### src/rtl/hazard_ctrl_if.sv
// Pipeline-side bundle for hazard_ctrl: ID/EX hazard sources in, stage enables/flushes out.
// master = pipeline datapath, slave = hazard controller.
interface hazard_ctrl_if #(
  parameter int CNT_W = 16
);
  logic [4:0]       IF_IDRsAddr;
  logic [4:0]       IF_IDRtAddr;
  logic             ID_UsesRt;
  logic [4:0]       ID_EXRtAddr;
  logic             ID_EXMem_r;
  logic             ID_EXMdu;
  logic             EX_Branch_taken;
  logic             PC_w;
  logic             IF_ID_w;
  logic             ID_EX_w;
  logic             IF_ID_flush;
  logic             ID_EX_flush;
  logic             EX_MEM_bubble;
  logic             mdu_busy;
  logic [CNT_W-1:0] stall_cnt;
  logic [CNT_W-1:0] flush_cnt;

  modport master (
    output IF_IDRsAddr, IF_IDRtAddr, ID_UsesRt, ID_EXRtAddr, ID_EXMem_r, ID_EXMdu, EX_Branch_taken,
    input  PC_w, IF_ID_w, ID_EX_w, IF_ID_flush, ID_EX_flush, EX_MEM_bubble, mdu_busy, stall_cnt, flush_cnt
  );

  modport slave (
    input  IF_IDRsAddr, IF_IDRtAddr, ID_UsesRt, ID_EXRtAddr, ID_EXMem_r, ID_EXMdu, EX_Branch_taken,
    output PC_w, IF_ID_w, ID_EX_w, IF_ID_flush, ID_EX_flush, EX_MEM_bubble, mdu_busy, stall_cnt, flush_cnt
  );
endinterface

### src/rtl/hazard_ctrl.sv
// hazard_ctrl: load-use stall, taken-branch flush and multi-cycle MDU stall sequencing.
// Saturating stall/flush performance counters are built only when HAZ_PERF_EN is defined.
module hazard_ctrl #(
  parameter int MDU_LAT = 4,
  parameter int CNT_W   = 16
) (
  input logic           clk,
  input logic           rst_n,
  hazard_ctrl_if.slave  bus
);

  typedef enum logic [0:0] {RUN = 1'b0, MDU_WAIT = 1'b1} state_t;

  // The first stall cycle is spent in RUN, so the wait counter covers the remaining MDU_LAT-2.
  localparam bit         MDU_STALL  = (MDU_LAT > 1);
  localparam logic [3:0] MDU_RELOAD = MDU_STALL ? 4'(MDU_LAT - 2) : 4'd0;

  state_t     state_r;
  logic [3:0] cnt_r;

  logic load_use_s;
  logic mdu_start_s;
  logic pc_w_s;
  logic if_id_w_s;
  logic id_ex_w_s;
  logic if_id_flush_s;
  logic id_ex_flush_s;
  logic ex_mem_bubble_s;
  logic mdu_busy_s;

  // Hazard detection terms for the RUN state
  always_comb begin
    load_use_s  = bus.ID_EXMem_r && (bus.ID_EXRtAddr != 5'd0) &&
                  ((bus.ID_EXRtAddr == bus.IF_IDRsAddr) ||
                   (bus.ID_UsesRt && (bus.ID_EXRtAddr == bus.IF_IDRtAddr)));
    mdu_start_s = (state_r == RUN) && !bus.EX_Branch_taken && bus.ID_EXMdu && MDU_STALL;
  end

  // Same-cycle control outputs; while rst_n is low the defaults hold regardless of state
  always_comb begin
    pc_w_s          = 1'b1;
    if_id_w_s       = 1'b1;
    id_ex_w_s       = 1'b1;
    if_id_flush_s   = 1'b0;
    id_ex_flush_s   = 1'b0;
    ex_mem_bubble_s = 1'b0;
    mdu_busy_s      = 1'b0;
    if (!rst_n) begin
      mdu_busy_s = 1'b0;
    end else begin
      case (state_r)
        RUN: begin
          if (bus.EX_Branch_taken) begin
            if_id_flush_s = 1'b1;
            id_ex_flush_s = 1'b1;
          end else if (mdu_start_s) begin
            pc_w_s          = 1'b0;
            if_id_w_s       = 1'b0;
            id_ex_w_s       = 1'b0;
            ex_mem_bubble_s = 1'b1;
            mdu_busy_s      = 1'b1;
          end else if (load_use_s) begin
            pc_w_s        = 1'b0;
            if_id_w_s     = 1'b0;
            id_ex_flush_s = 1'b1;
          end else begin
            mdu_busy_s = 1'b0;
          end
        end
        MDU_WAIT: begin
          // EX is frozen on the MDU op: branch and load-use inputs are not looked at here
          if (cnt_r != 4'd0) begin
            pc_w_s          = 1'b0;
            if_id_w_s       = 1'b0;
            id_ex_w_s       = 1'b0;
            ex_mem_bubble_s = 1'b1;
            mdu_busy_s      = 1'b1;
          end else begin
            mdu_busy_s = 1'b0;
          end
        end
        default: begin
          mdu_busy_s = 1'b0;
        end
      endcase
    end
  end

  assign bus.PC_w          = pc_w_s;
  assign bus.IF_ID_w       = if_id_w_s;
  assign bus.ID_EX_w       = id_ex_w_s;
  assign bus.IF_ID_flush   = if_id_flush_s;
  assign bus.ID_EX_flush   = id_ex_flush_s;
  assign bus.EX_MEM_bubble = ex_mem_bubble_s;
  assign bus.mdu_busy      = mdu_busy_s;

  // MDU occupancy FSM and countdown; the release cycle returns to RUN without sampling ID_EXMdu
  always_ff @(posedge clk or negedge rst_n) begin
    if (!rst_n) begin
      state_r <= RUN;
      cnt_r   <= 4'd0;
    end else begin
      case (state_r)
        RUN: begin
          if (mdu_start_s) begin
            state_r <= MDU_WAIT;
            cnt_r   <= MDU_RELOAD;
          end else begin
            state_r <= RUN;
            cnt_r   <= 4'd0;
          end
        end
        MDU_WAIT: begin
          if (cnt_r != 4'd0) begin
            cnt_r <= cnt_r - 4'd1;
          end else begin
            state_r <= RUN;
          end
        end
        default: begin
          state_r <= RUN;
          cnt_r   <= 4'd0;
        end
      endcase
    end
  end

`ifdef HAZ_PERF_EN
  logic [CNT_W-1:0] stall_cnt_r;
  logic [CNT_W-1:0] flush_cnt_r;

  // Saturating hazard counters
  always_ff @(posedge clk or negedge rst_n) begin
    if (!rst_n) begin
      stall_cnt_r <= {CNT_W{1'b0}};
      flush_cnt_r <= {CNT_W{1'b0}};
    end else begin
      if (!pc_w_s && (stall_cnt_r != {CNT_W{1'b1}})) begin
        stall_cnt_r <= stall_cnt_r + CNT_W'(1);
      end
      if (if_id_flush_s && (flush_cnt_r != {CNT_W{1'b1}})) begin
        flush_cnt_r <= flush_cnt_r + CNT_W'(1);
      end
    end
  end

  assign bus.stall_cnt = stall_cnt_r;
  assign bus.flush_cnt = flush_cnt_r;
`else
  assign bus.stall_cnt = {CNT_W{1'b0}};
  assign bus.flush_cnt = {CNT_W{1'b0}};
`endif

endmodule
### src/flat_wrapper.sv
// flat-port wrapper written by rule: the top's interface ports become plain ports
module hazard_ctrl_flat 
#(
  parameter int MDU_LAT = 4,
  parameter int CNT_W   = 16
)
  (clk, rst_n, bus_IF_IDRsAddr, bus_IF_IDRtAddr, bus_ID_UsesRt, bus_ID_EXRtAddr, bus_ID_EXMem_r, bus_ID_EXMdu, bus_EX_Branch_taken, bus_PC_w, bus_IF_ID_w, bus_ID_EX_w, bus_IF_ID_flush, bus_ID_EX_flush, bus_EX_MEM_bubble, bus_mdu_busy, bus_stall_cnt, bus_flush_cnt);
  hazard_ctrl_if #(.CNT_W(CNT_W)) bus_i ();
  input logic clk;
  input logic rst_n;
  input wire logic [$bits(bus_i.IF_IDRsAddr)-1:0] bus_IF_IDRsAddr;
  input wire logic [$bits(bus_i.IF_IDRtAddr)-1:0] bus_IF_IDRtAddr;
  input wire logic [$bits(bus_i.ID_UsesRt)-1:0] bus_ID_UsesRt;
  input wire logic [$bits(bus_i.ID_EXRtAddr)-1:0] bus_ID_EXRtAddr;
  input wire logic [$bits(bus_i.ID_EXMem_r)-1:0] bus_ID_EXMem_r;
  input wire logic [$bits(bus_i.ID_EXMdu)-1:0] bus_ID_EXMdu;
  input wire logic [$bits(bus_i.EX_Branch_taken)-1:0] bus_EX_Branch_taken;
  output wire logic [$bits(bus_i.PC_w)-1:0] bus_PC_w;
  output wire logic [$bits(bus_i.IF_ID_w)-1:0] bus_IF_ID_w;
  output wire logic [$bits(bus_i.ID_EX_w)-1:0] bus_ID_EX_w;
  output wire logic [$bits(bus_i.IF_ID_flush)-1:0] bus_IF_ID_flush;
  output wire logic [$bits(bus_i.ID_EX_flush)-1:0] bus_ID_EX_flush;
  output wire logic [$bits(bus_i.EX_MEM_bubble)-1:0] bus_EX_MEM_bubble;
  output wire logic [$bits(bus_i.mdu_busy)-1:0] bus_mdu_busy;
  output wire logic [$bits(bus_i.stall_cnt)-1:0] bus_stall_cnt;
  output wire logic [$bits(bus_i.flush_cnt)-1:0] bus_flush_cnt;
  assign bus_i.IF_IDRsAddr = bus_IF_IDRsAddr;
  assign bus_i.IF_IDRtAddr = bus_IF_IDRtAddr;
  assign bus_i.ID_UsesRt = bus_ID_UsesRt;
  assign bus_i.ID_EXRtAddr = bus_ID_EXRtAddr;
  assign bus_i.ID_EXMem_r = bus_ID_EXMem_r;
  assign bus_i.ID_EXMdu = bus_ID_EXMdu;
  assign bus_i.EX_Branch_taken = bus_EX_Branch_taken;
  assign bus_PC_w = bus_i.PC_w;
  assign bus_IF_ID_w = bus_i.IF_ID_w;
  assign bus_ID_EX_w = bus_i.ID_EX_w;
  assign bus_IF_ID_flush = bus_i.IF_ID_flush;
  assign bus_ID_EX_flush = bus_i.ID_EX_flush;
  assign bus_EX_MEM_bubble = bus_i.EX_MEM_bubble;
  assign bus_mdu_busy = bus_i.mdu_busy;
  assign bus_stall_cnt = bus_i.stall_cnt;
  assign bus_flush_cnt = bus_i.flush_cnt;
  hazard_ctrl #(.MDU_LAT(MDU_LAT), .CNT_W(CNT_W)) u_core (.clk(clk), .rst_n(rst_n), .bus(bus_i));
endmodule
### config.mk
export PLATFORM = sky130hd
export DESIGN_NAME = hazard_ctrl_flat
export DESIGN_NICKNAME = d
export VERILOG_FILES = /design/src/rtl/hazard_ctrl_if.sv /design/src/rtl/hazard_ctrl.sv /design/src/flat_wrapper.sv
export SDC_FILE = /design/constraint.sdc
export NUM_CORES = 1
export LEC_CHECK = 0
export CAP_MARGIN = 20
export CORE_UTILIZATION = 28
export CTS_CLUSTER_DIAMETER = 30
export DETAILED_ROUTE_END_ITERATION = 10
export PLACE_DENSITY = 0.75
export RECOVER_POWER = 50
export SLEW_MARGIN = 20
export SYNTH_ARGS = -nofsm -noshare
export SYNTH_HDL_FRONTEND = slang
export SYNTH_SLANG_ARGS = --single-unit
### constraint.sdc
create_clock -name clk -period 1.9 [get_ports clk]
set_input_delay 0.38 -clock clk [delete_from_list [all_inputs] [get_ports clk]]
set_output_delay 0.38 -clock clk [all_outputs]
set_load 0.02 [all_outputs]
==> impl_metrics.py, run 1 <==
metrics = {
    "yosys": {
        "yosys_warnings": 0,
        "async_reset_ff_share_pct": 100.0,
        "synth_area_per_cell_um2": 8.397,
        "seq_area_frac_synth_pct": 17.95,
        "yosysTopAreaCell": "buf_4",
        "synthFlopType": "dfrtp_1",
        "yosysUniqueCellTypes": 27,
        "synth_edf_count": 0,
        "syn_inst": 83,
        "yosysMostFrequentCell": "buf_4",
        "synth_top_area_share_pct": 36.62,
        "synthTopCellsByArea": "buf_4 37%, dfrtp_1 18%, xor2_1 11%",
        "synth-seq-cells": 5,
        "syn-cell-area_um2": 696.9,
        "synth_common_cells": "34 x buf_4, 9 x xor2_1, 5 x dfrtp_1, 4 x nand2_1",
    },
    "sta": {
        "holdWs_ns": 0.2134,
        "rsz0062_at_grt": "true",
        "clock.fmax_mhz": 494.3,
        "setup_violations": 5,
        "setup-tns-final_ns": -0.4109,
        "fin_crit_ns": 2.023,
        "hold_viol_final": 0,
        "fin_skew_ns": 0.005147,
        "postLayoutSetupSlackWorst_ns": -0.1229,
        "finalMaxSlewViolations": 0,
        "period_share_pct": 106.5,
    },
    "drt": {
        "wl_um": 1583,
        "route.vias.total": 622,
        "antenna_left": 0,
        "drtPass1Iterations": 2,
        "avgRoutedWirePerCell_um": 9.956,
        "drc": 0,
        "viasPerCell": 3.912,
        "dr.first_iter.drc_count": 4,
    },
    "floorplan": {
        "row_count": 17,
        "die_y_um": 51.89,
        "core_area_mm2": 0.002276,
        "start_util_pct": 30.62,
        "dieArea_mm2": 0.002693,
        "ios": 60,
        "fp.dieW_um": 51.89,
    },
    "clock_network": {
        "cts-root-buf": "clkbuf_4",
        "clock_sinks": 5,
        "clock_latency_ns": 0.24,
        "cts_buffer_depth": 2,
        "hold_buffers": 0,
        "htree_num_levels": 1,
        "cts_buffers": 3,
        "clk_pin_slew_ns": 0.04,
        "cts_tree": "done",
    },
    "global_routing": {
        "grt_start_max_net_pins": 11,
        "antenna_found_initial": 0,
        "grt_use_total_pct": 12.07,
        "grt-ovfl-total": 0,
        "grt_first_pass_wirelength_um": 2366,
        "grt_pass1_vias": 564,
    },
    "pwr": {
        "leakagePower_nw": 0.5809,
        "vdd_drop_max_v": 0.0006330,
        "pwr_density_cell_mw_per_mm2": 984.6,
    },
    "job": {
        "cap_violations": 0,
    },
    "cells_and_area": {
        "area_growth_pct": 62.66,
        "num_antenna_cells": 0,
        "design_area_mm2": 0.001134,
        "drive_gt1_share_pct": 42.75,
        "fin_cells": 159,
        "nets": 155,
    },
    "critical_path": {
        "startpoint_type": "flop",
        "cp-startpoint": "u_core.cnt_r[1]",
        "critical_path_class": "flop to output pin",
        "crit_path_end_kind": "output pin",
        "cp_max_fo": 4,
        "rrSetupSlack_ns": 0.49,
        "required_ns": 1.52,
        "crit-reg2reg-launch": "u_core.cnt_r[1]",
        "critPathArrivalTime_ns": 1.64,
    },
    "place": {
        "portBuffers": 27,
        "gp_congestion": 0.6655,
        "placed_area_um2": 999.7,
        "place_hpwl_um": 1183,
        "dp.cells": 150,
    },
    "run_status": {
        "outcome": "finished, violations left",
        "violations": "setup timing",
    },
    "min_path": {
        "min_path_type": "input pin to asynchronous set/reset pin",
    },
}
[path summary, 6_finish.rpt]
kind                       depth (start not counted)              end
setup / recovery                                   8         bus_PC_w
hold / removal                                     2   u_core.state_r
setup reg to reg                                   7  u_core.cnt_r[1]
hold reg to reg                                    2  u_core.cnt_r[0]
max in group asynchronous                          2  u_core.cnt_r[3]
min in group clk                                   3  u_core.cnt_r[1]
[metal layers]
layer	up-vias	global-route usage, %	routed length (µm)
met3	0	2.339	77
met2	30	23.08	926
li1	301	-	-
met1	291	12.37	579
met5	-	0	0
met4	0	5.405	0
[through the flow]
stage,util (%),worst slack [ns],power [mW]
2_1_floorplan,-,0.006956,0.5849
3_3_place_gp,43.93,-0.8860,0.8070
3_5_place_dp,43.93,-0.9098,0.8244
4_1_cts,47.77,-0.1373,1.050
5_1_grt,49.81,-0.2245,1.203
6_report,49.81,-0.1229,1.116
[layout make-up]
class | count | area, µm²
tap | 28 | 35.03
multi-input combinational | 73 | 541.8
inverter | 2 | 7.507
fill | 200 | 1142
sequential | 5 | 125.1
clock buffer | 4 | 26.28
timing repair buffer | 47 | 397.9
[registers in the layout (all words and copies together), names as in the netlist]
| signal | cells |
|---|---|
| u_core.state_r | 1 |
| u_core.cnt_r | 4 |
[worst max-delay path, cell delays in order (launching register included)]
cell and delay [ns]:
dfrtp_1 0.38, inv_2 0.08, ha_4 0.13, nor3b_4 0.20, nand2b_4 0.17, nand2_4 0.06
buf_6 0.11, a2bb2oi_4 0.14, buf_6 0.14
[cell usage in the layout (no fill, tap or decap), types with 2 or more instances in the layout]
cell,Yosys,final
buf_6,0,9
nor2_1,3,3
nand2_1,4,2
xnor2_1,3,2
clkdlybuf4s50_1,0,2
xor2_1,9,7
xor2_2,0,2
buf_2,0,3
dlygate4sd2_1,0,8
clkbuf_2,0,3
inv_2,0,2
clkbuf_4,0,3
buf_4,34,19
conb_1,1,32
dfrtp_1,5,5
[timing repair]
action                     CTS  global route
setup endpoints to repair    7             6
buffers inserted             2             3
gates resized for setup     88            12
pin swaps                   16             6
[power by group]
part | internal, mW | switching (mW) | total (mW)
sequential | 0.147 | 0.0330 | 0.180
combinational | 0.454 | 0.366 | 0.820
clock | 0.0791 | 0.0379 | 0.117
[cells by family after synthesis]
family / Yosys count / share of synthesized area [%]
AOI/OAI and AO/OA: 8 / 9.155
DFF: 5 / 17.95
adders and majority gates: 2 / 3.590
buffers and inverters: 36 / 37.70
xor gates and xnor gates: 12 / 15.08
and+or+nand+nor: 19 / 15.98
other: 1 / 0.5381
Power figures use the tool's default switching activity.
==> run 2, diff against run 1 <==
--- a/constraint.sdc
+++ b/constraint.sdc
@@ -3,2 +3,2 @@
 set_output_delay 0.38 -clock clk [all_outputs]
-set_load 0.02 [all_outputs]
+set_load 0.005 [all_outputs]
==> run 2 against run 1 <==
Net effect: the run still ends with setup timing left; critical path depth shrank 2; power shrank 8.6%; first-iteration DRC count shrank 50%; global-route usage grew 3.2 points; routed wire length grew 20%; clock skew shrank 0.0042 ns; utilization shrank 0.60 points; register-to-register slack gained 0.07 ns; worst setup slack gained 0.0084 ns; sequential power grew 2%; sequential share of layout area grew 0.14 points; worst hold slack gained 0.13 ns; largest cell class unchanged; largest power group unchanged.
==> impl_metrics.py, run 2 (same netlist as run 1, synthesis figures left out) <==
metrics = {
    "cells_and_area": {
        "final_cell_mix": "32 x conb_1, 20 x buf_4, 10 x dlygate4sd2_1, 9 x xor2_1, 7 x buf_6",
        "nets": 160,
        "final_common_cell": "conb_1",
        "drive_gt1_share_pct": 38.97,
        "area_growth_pct": 60.68,
        "regMostFlops": "u_core.cnt_r",
        "num_antenna_cells": 0,
        "largest_reg_flops": 4,
        "reg.largest.list": "u_core.cnt_r: 4 flops, u_core.state_r: 1 flops",
        "final_core_util_pct": 49.20,
    },
    "global_routing": {
        "antenna_found_initial": 0,
        "grt_start_max_net_pins": 6,
        "met3_usage_pct": 1.754,
        "grt_use_total_pct": 15.25,
        "grt_first_pass_wirelength_um": 2994,
        "met1_usage_pct": 16.46,
        "grt_pass1_vias": 647,
        "grt.busiest_layer": "met2",
        "grt-ovfl-total": 0,
        "grt.met2_usage_pct": 28.21,
    },
    "run_status": {
        "violations": "setup timing",
        "outcome": "finished, violations left",
    },
    "place": {
        "dp_slack_ns": -0.9135,
        "gp_congestion": 0.7829,
        "place_hpwl_um": 1440,
        "portBuffers": 27,
    },
    "critical_path": {
        "startpoint_type": "input pin",
        "crit_path_end_kind": "output pin",
        "critical_path_class": "input pin to output pin",
        "critPathArrivalTime_ns": 1.63,
        "required_ns": 1.52,
        "cp_max_fo": 2,
    },
    "floorplan": {
        "row_count": 17,
        "dieArea_mm2": 0.002693,
        "fp.dieW_um": 51.89,
        "die_y_um": 51.89,
        "start_util_pct": 30.62,
        "ios": 60,
        "core_area_mm2": 0.002276,
    },
    "sta": {
        "fin_crit_ns": 2.015,
        "finalMaxSlewViolations": 0,
        "setup_violations": 6,
        "postLayoutSetupSlackWorst_ns": -0.1146,
        "clock.fmax_mhz": 496.4,
        "rsz0062_at_grt": "true",
        "period_share_pct": 106.0,
        "hold_viol_final": 0,
        "fin_skew_ns": 0.0009446,
    },
    "clock_network": {
        "cts_tree": "done",
        "cts-root-buf": "clkbuf_4",
        "htree_num_levels": 1,
        "cts_buffer_depth": 2,
        "cts_buffers": 3,
        "clock_sinks": 5,
        "clk_pin_slew_ns": 0.05,
        "clock_latency_ns": 0.24,
    },
    "drt": {
        "drc": 0,
        "route.vias.total": 654,
        "wl_um": 1902,
        "drtPass1Iterations": 2,
        "avgRoutedWirePerCell_um": 11.60,
        "viasPerCell": 3.988,
        "antenna_left": 0,
        "dr.first_iter.drc_count": 2,
    },
    "pwr": {
        "vdd_drop_max_v": 0.0006308,
        "leakagePower_nw": 0.5791,
        "pwr_density_cell_mw_per_mm2": 911.0,
    },
    "job": {
        "cap_violations": 0,
    },
    "min_path": {
        "min_path_type": "input pin to asynchronous set/reset pin",
    },
}
[run 2: cell types whose count changed in the layout (fill, tap and decap cells not counted), moves of 2 or more]
cell and change:
dlygate4sd2_1 +2, buf_6 -2, xor2_2 -2, buf_2 +3
clkbuf_2 -3, xor2_1 +2, clkbuf_1 +3
[run 2: layout make-up]
cell class / count / area [µm²]
fillers: 217 / 1156
well taps: 28 / 35.03
multi-input cells: 73 / 501.7
flip-flops and latches: 5 / 125.1
repair buffers: 52 / 424.2
inverters: 2 / 7.507
clock buffers: 4 / 26.28
[run 2: power by group]
part / switching, mW / internal [mW]
combinational: 0.293 / 0.415
sequential: 0.0374 / 0.146
clock: 0.0486 / 0.0797
[run 2: repair_timing]
action / 4_1_cts / 5_1_grt
hold buffers: 0 / 0
pin swaps: 18 / 5
endpoints found under the setup margin: 7 / 6
resized for setup: 88 / 5
buffers inserted: 7 / 0
[run 2: final timing paths]
check                                    from               to  slack, ns  cells past startpoint
setup / recovery           bus_ID_EXRtAddr[4]         bus_PC_w      -0.11                      6
setup reg to reg              u_core.cnt_r[0]  u_core.cnt_r[3]       0.56                      5
max in group asynchronous               rst_n  u_core.cnt_r[2]       1.29                      4
hold / removal                          rst_n  u_core.cnt_r[3]       0.35                      3
hold reg to reg               u_core.cnt_r[2]  u_core.cnt_r[2]       0.62                      2
min in group clk              u_core.cnt_r[2]  u_core.cnt_r[2]       0.62                      2
[run 2: worst max-delay path, cell delays in order]
cell and delay [ns]:
buf_8 0.10, or4_4 0.54, o2111ai_2 0.22, a2bb2oi_2 0.17, buf_4 0.14, buf_6 0.09
[run 2: stage by stage]
| step | hold slack, ns | instances | power, mW | area, µm² | TNS (ns) |
|---|---|---|---|---|---|
| floorplan | 0.08441 | 114 | 0.4814 | 818.3 | 0 |
| global placement | 0.5677 | 153 | 0.7318 | 1003 | -3.342 |
| detailed placement | 0.5816 | 153 | 0.7599 | 1003 | -3.789 |
| CTS | 0.2450 | 164 | 1.007 | 1124 | -0.2170 |
| global route | 0.3789 | 164 | 1.087 | 1120 | -0.7000 |
| finish | 0.3461 | 164 | 1.020 | 1120 | -0.2325 |
[run 2: routing by layer]
layer / routed length [µm] / share of wire (%) / vias up
li1: - / - / 314
met1: 679 / 36 / 303
met2: 1096 / 58 / 33
met3: 80 / 4.2 / 4
met4: 46 / 2.4 / 0
met5: 0 / 0 / -
==> run 3, diff against run 2 <==
- CORE_ASPECT_RATIO: not set -> 0.9
- TNS_END_PERCENT: not set -> 5
==> run 3 against run 2 <==
Net effect: the run still ends with setup timing left; clock power down 6%; design area down 3.4%; global-route usage fell by 2.5 points; first-iteration DRC count rose to 2.5 times the previous value; cell count fell by 1.2%; die area is essentially flat; sequential share of layout area up 0.39 points; critical endpoint unchanged; highest routed layer is now met3.
==> impl_metrics.py, run 3 (same netlist as run 1, synthesis figures left out) <==
metrics = {
    "drt": {
        "antenna_left": 0,
        "route.vias.total": 637,
        "viasPerCell": 3.932,
        "wl_um": 1651,
        "dr.first_iter.drc_count": 5,
        "avgRoutedWirePerCell_um": 10.19,
        "drtPass1Iterations": 2,
        "drc": 0,
    },
    "cells_and_area": {
        "largest_reg_flops": 4,
        "final_common_cell": "conb_1",
        "area_growth_pct": 55.30,
        "drive_gt1_share_pct": 38.52,
        "regMostFlops": "u_core.cnt_r",
        "final_cell_mix": "32 x conb_1, 22 x buf_4, 10 x buf_2, 9 x dlygate4sd2_1, 7 x xor2_1",
        "num_antenna_cells": 0,
        "fillers": 223,
        "reg.largest.list": "u_core.cnt_r: 4 flops, u_core.state_r: 1 flops",
        "nets": 159,
    },
    "clock_network": {
        "cts-root-buf": "clkbuf_4",
        "clock_latency_ns": 0.24,
        "cts_tree": "done",
        "htree_num_levels": 1,
        "cts_buffers": 3,
        "clk_pin_slew_ns": 0.04,
        "cts_buffer_depth": 2,
        "clock_sinks": 5,
        "hold_buffers": 0,
    },
    "pwr": {
        "pwr_density_cell_mw_per_mm2": 885.7,
        "switchingPower_mw": 0.3387,
        "leakagePower_nw": 0.5701,
        "vdd_drop_max_v": 0.0007329,
        "finalPower_mw": 0.9586,
        "comb_power_share_pct": 68.2,
        "switching_share_pct": 35.34,
        "pwr-share-seq_pct": 19.4,
        "power.share.clock_pct": 12.5,
        "internal_power_mw": 0.6199,
    },
    "floorplan": {
        "core_area_mm2": 0.002262,
        "row_count": 16,
        "die_y_um": 49.33,
        "start_util_pct": 30.81,
        "fp.dieW_um": 54.59,
        "ios": 60,
        "dieArea_mm2": 0.002693,
    },
    "job": {
        "cap_violations": 0,
    },
    "critical_path": {
        "rrSetupSlack_ns": 0.55,
        "crit-reg2reg-launch": "u_core.cnt_r[1]",
        "reg2regPathDepth": 6,
        "crit_buf_inv": 4,
        "slowest_stage": "nor4_2",
        "reg2reg_to": "u_core.cnt_r[1]",
        "cp_slowest_stage_delay_ns": 0.21,
        "crit_family": "buffers and inverters",
        "critical_path_class": "input pin to output pin",
        "required_ns": 1.52,
        "crit_path_frequent_cell": "buf_6",
        "crit_path_end_kind": "output pin",
        "startpoint_type": "input pin",
        "critPathArrivalTime_ns": 1.56,
        "worstPathCellList": "buf_6 > buf_6 > xor2_2 > nor4_2 > a32oi_1 > buf_4 > a2bb2oi_2 > buf_2",
        "cp_max_fo": 2,
    },
    "sta": {
        "fin_skew_ns": 0.005023,
        "period_share_pct": 102.1,
        "holdWs_ns": 0.2870,
        "clock.fmax_mhz": 515.3,
        "finalMaxSlewViolations": 0,
        "setup_violations": 5,
        "fin_crit_ns": 1.941,
        "postLayoutSetupSlackWorst_ns": -0.04072,
        "hold_viol_final": 0,
        "rsz0062_at_grt": "true",
    },
    "global_routing": {
        "antenna_found_initial": 0,
        "grt-ovfl-total": 0,
        "grt_pass1_vias": 565,
        "grt_first_pass_wirelength_um": 2490,
        "grt_use_total_pct": 12.73,
        "grt_start_max_net_pins": 10,
    },
    "place": {
        "portBuffers": 27,
        "place_hpwl_um": 1354,
        "gp_congestion": 0.8143,
    },
    "min_path": {
        "min_path_type": "input pin to asynchronous set/reset pin",
    },
    "run_status": {
        "outcome": "finished, violations left",
        "violations": "setup timing",
    },
}
-- run 3: how the worst max path moves through the flow --
stage | startpoint | depth (start not counted) | end | slack (ns)
after floorplan | bus_ID_EXRtAddr[0] | 4 | bus_PC_w | 0.07
after global placement | bus_ID_EXRtAddr[3] | 7 | bus_PC_w | -0.79
after detailed placement | bus_ID_EXRtAddr[0] | 5 | bus_PC_w | -0.81
after CTS | u_core.cnt_r[1] | 7 | bus_mdu_busy | -0.11
after global routing | bus_ID_EXRtAddr[3] | 8 | bus_PC_w | -0.11
final | bus_ID_EXRtAddr[3] | 8 | bus_PC_w | -0.04
-- run 3: cell type report --
cell class	instances	area [µm²]	share of cell area [%]
clock buffer	4	26.28	2.428
inverter	2	7.507	0.6936
multi-input combinational	73	494.2	45.66
sequential	5	125.1	11.56
tap	27	33.78	3.121
timing repair buffer	51	395.4	36.53
-- run 3: worst reg2reg max path, stage by stage (launching register included) --
cell     delay, ns
dfrtp_1       0.36
inv_2         0.06
buf_4         0.13
buf_4         0.12
ha_1          0.27
o21ai_0       0.19
a22o_1        0.15
-- run 3: layer usage --
layer / track usage (%) / part of all wire (%)
met5: 0 / 0
met4: 1.282 / 0
met3: 3.738 / 5.1
met2: 22.49 / 56
met1: 15.07 / 39
-- run 3: through the flow --
stage          setup WS (ns)  TNS [ns]  area (µm²)  utilization [%]  cells
3_3_place_gp         -0.7874    -3.414        1002            44.30    152
3_5_place_dp         -0.8053    -3.494        1002            44.30    152
5_1_grt              -0.1065   -0.5673        1082            47.84    162
2_1_floorplan        0.07337         0       818.3                -    114
6_report            -0.04072  -0.09653        1082            47.84    162
4_1_cts              -0.1059   -0.3484        1044            46.13    160
-- run 3: power by group through the flow --
stage	Combinational [mW]	Clock, mW	Sequential (mW)
after floorplan	0.303	0	0.178
after global placement	0.549	0	0.177
after global routing	0.713	0.130	0.191
after detailed placement	0.567	0	0.180
after CTS	0.623	0.125	0.186
final	0.653	0.120	0.186
-- run 3: timing repair --
action / 4_1_cts / 5_1_grt
setup endpoints to repair: 7 / 6
pin swaps: 15 / 5
resized for setup: 69 / 9
setup buffers: 4 / 2
cloned: 0 / 0
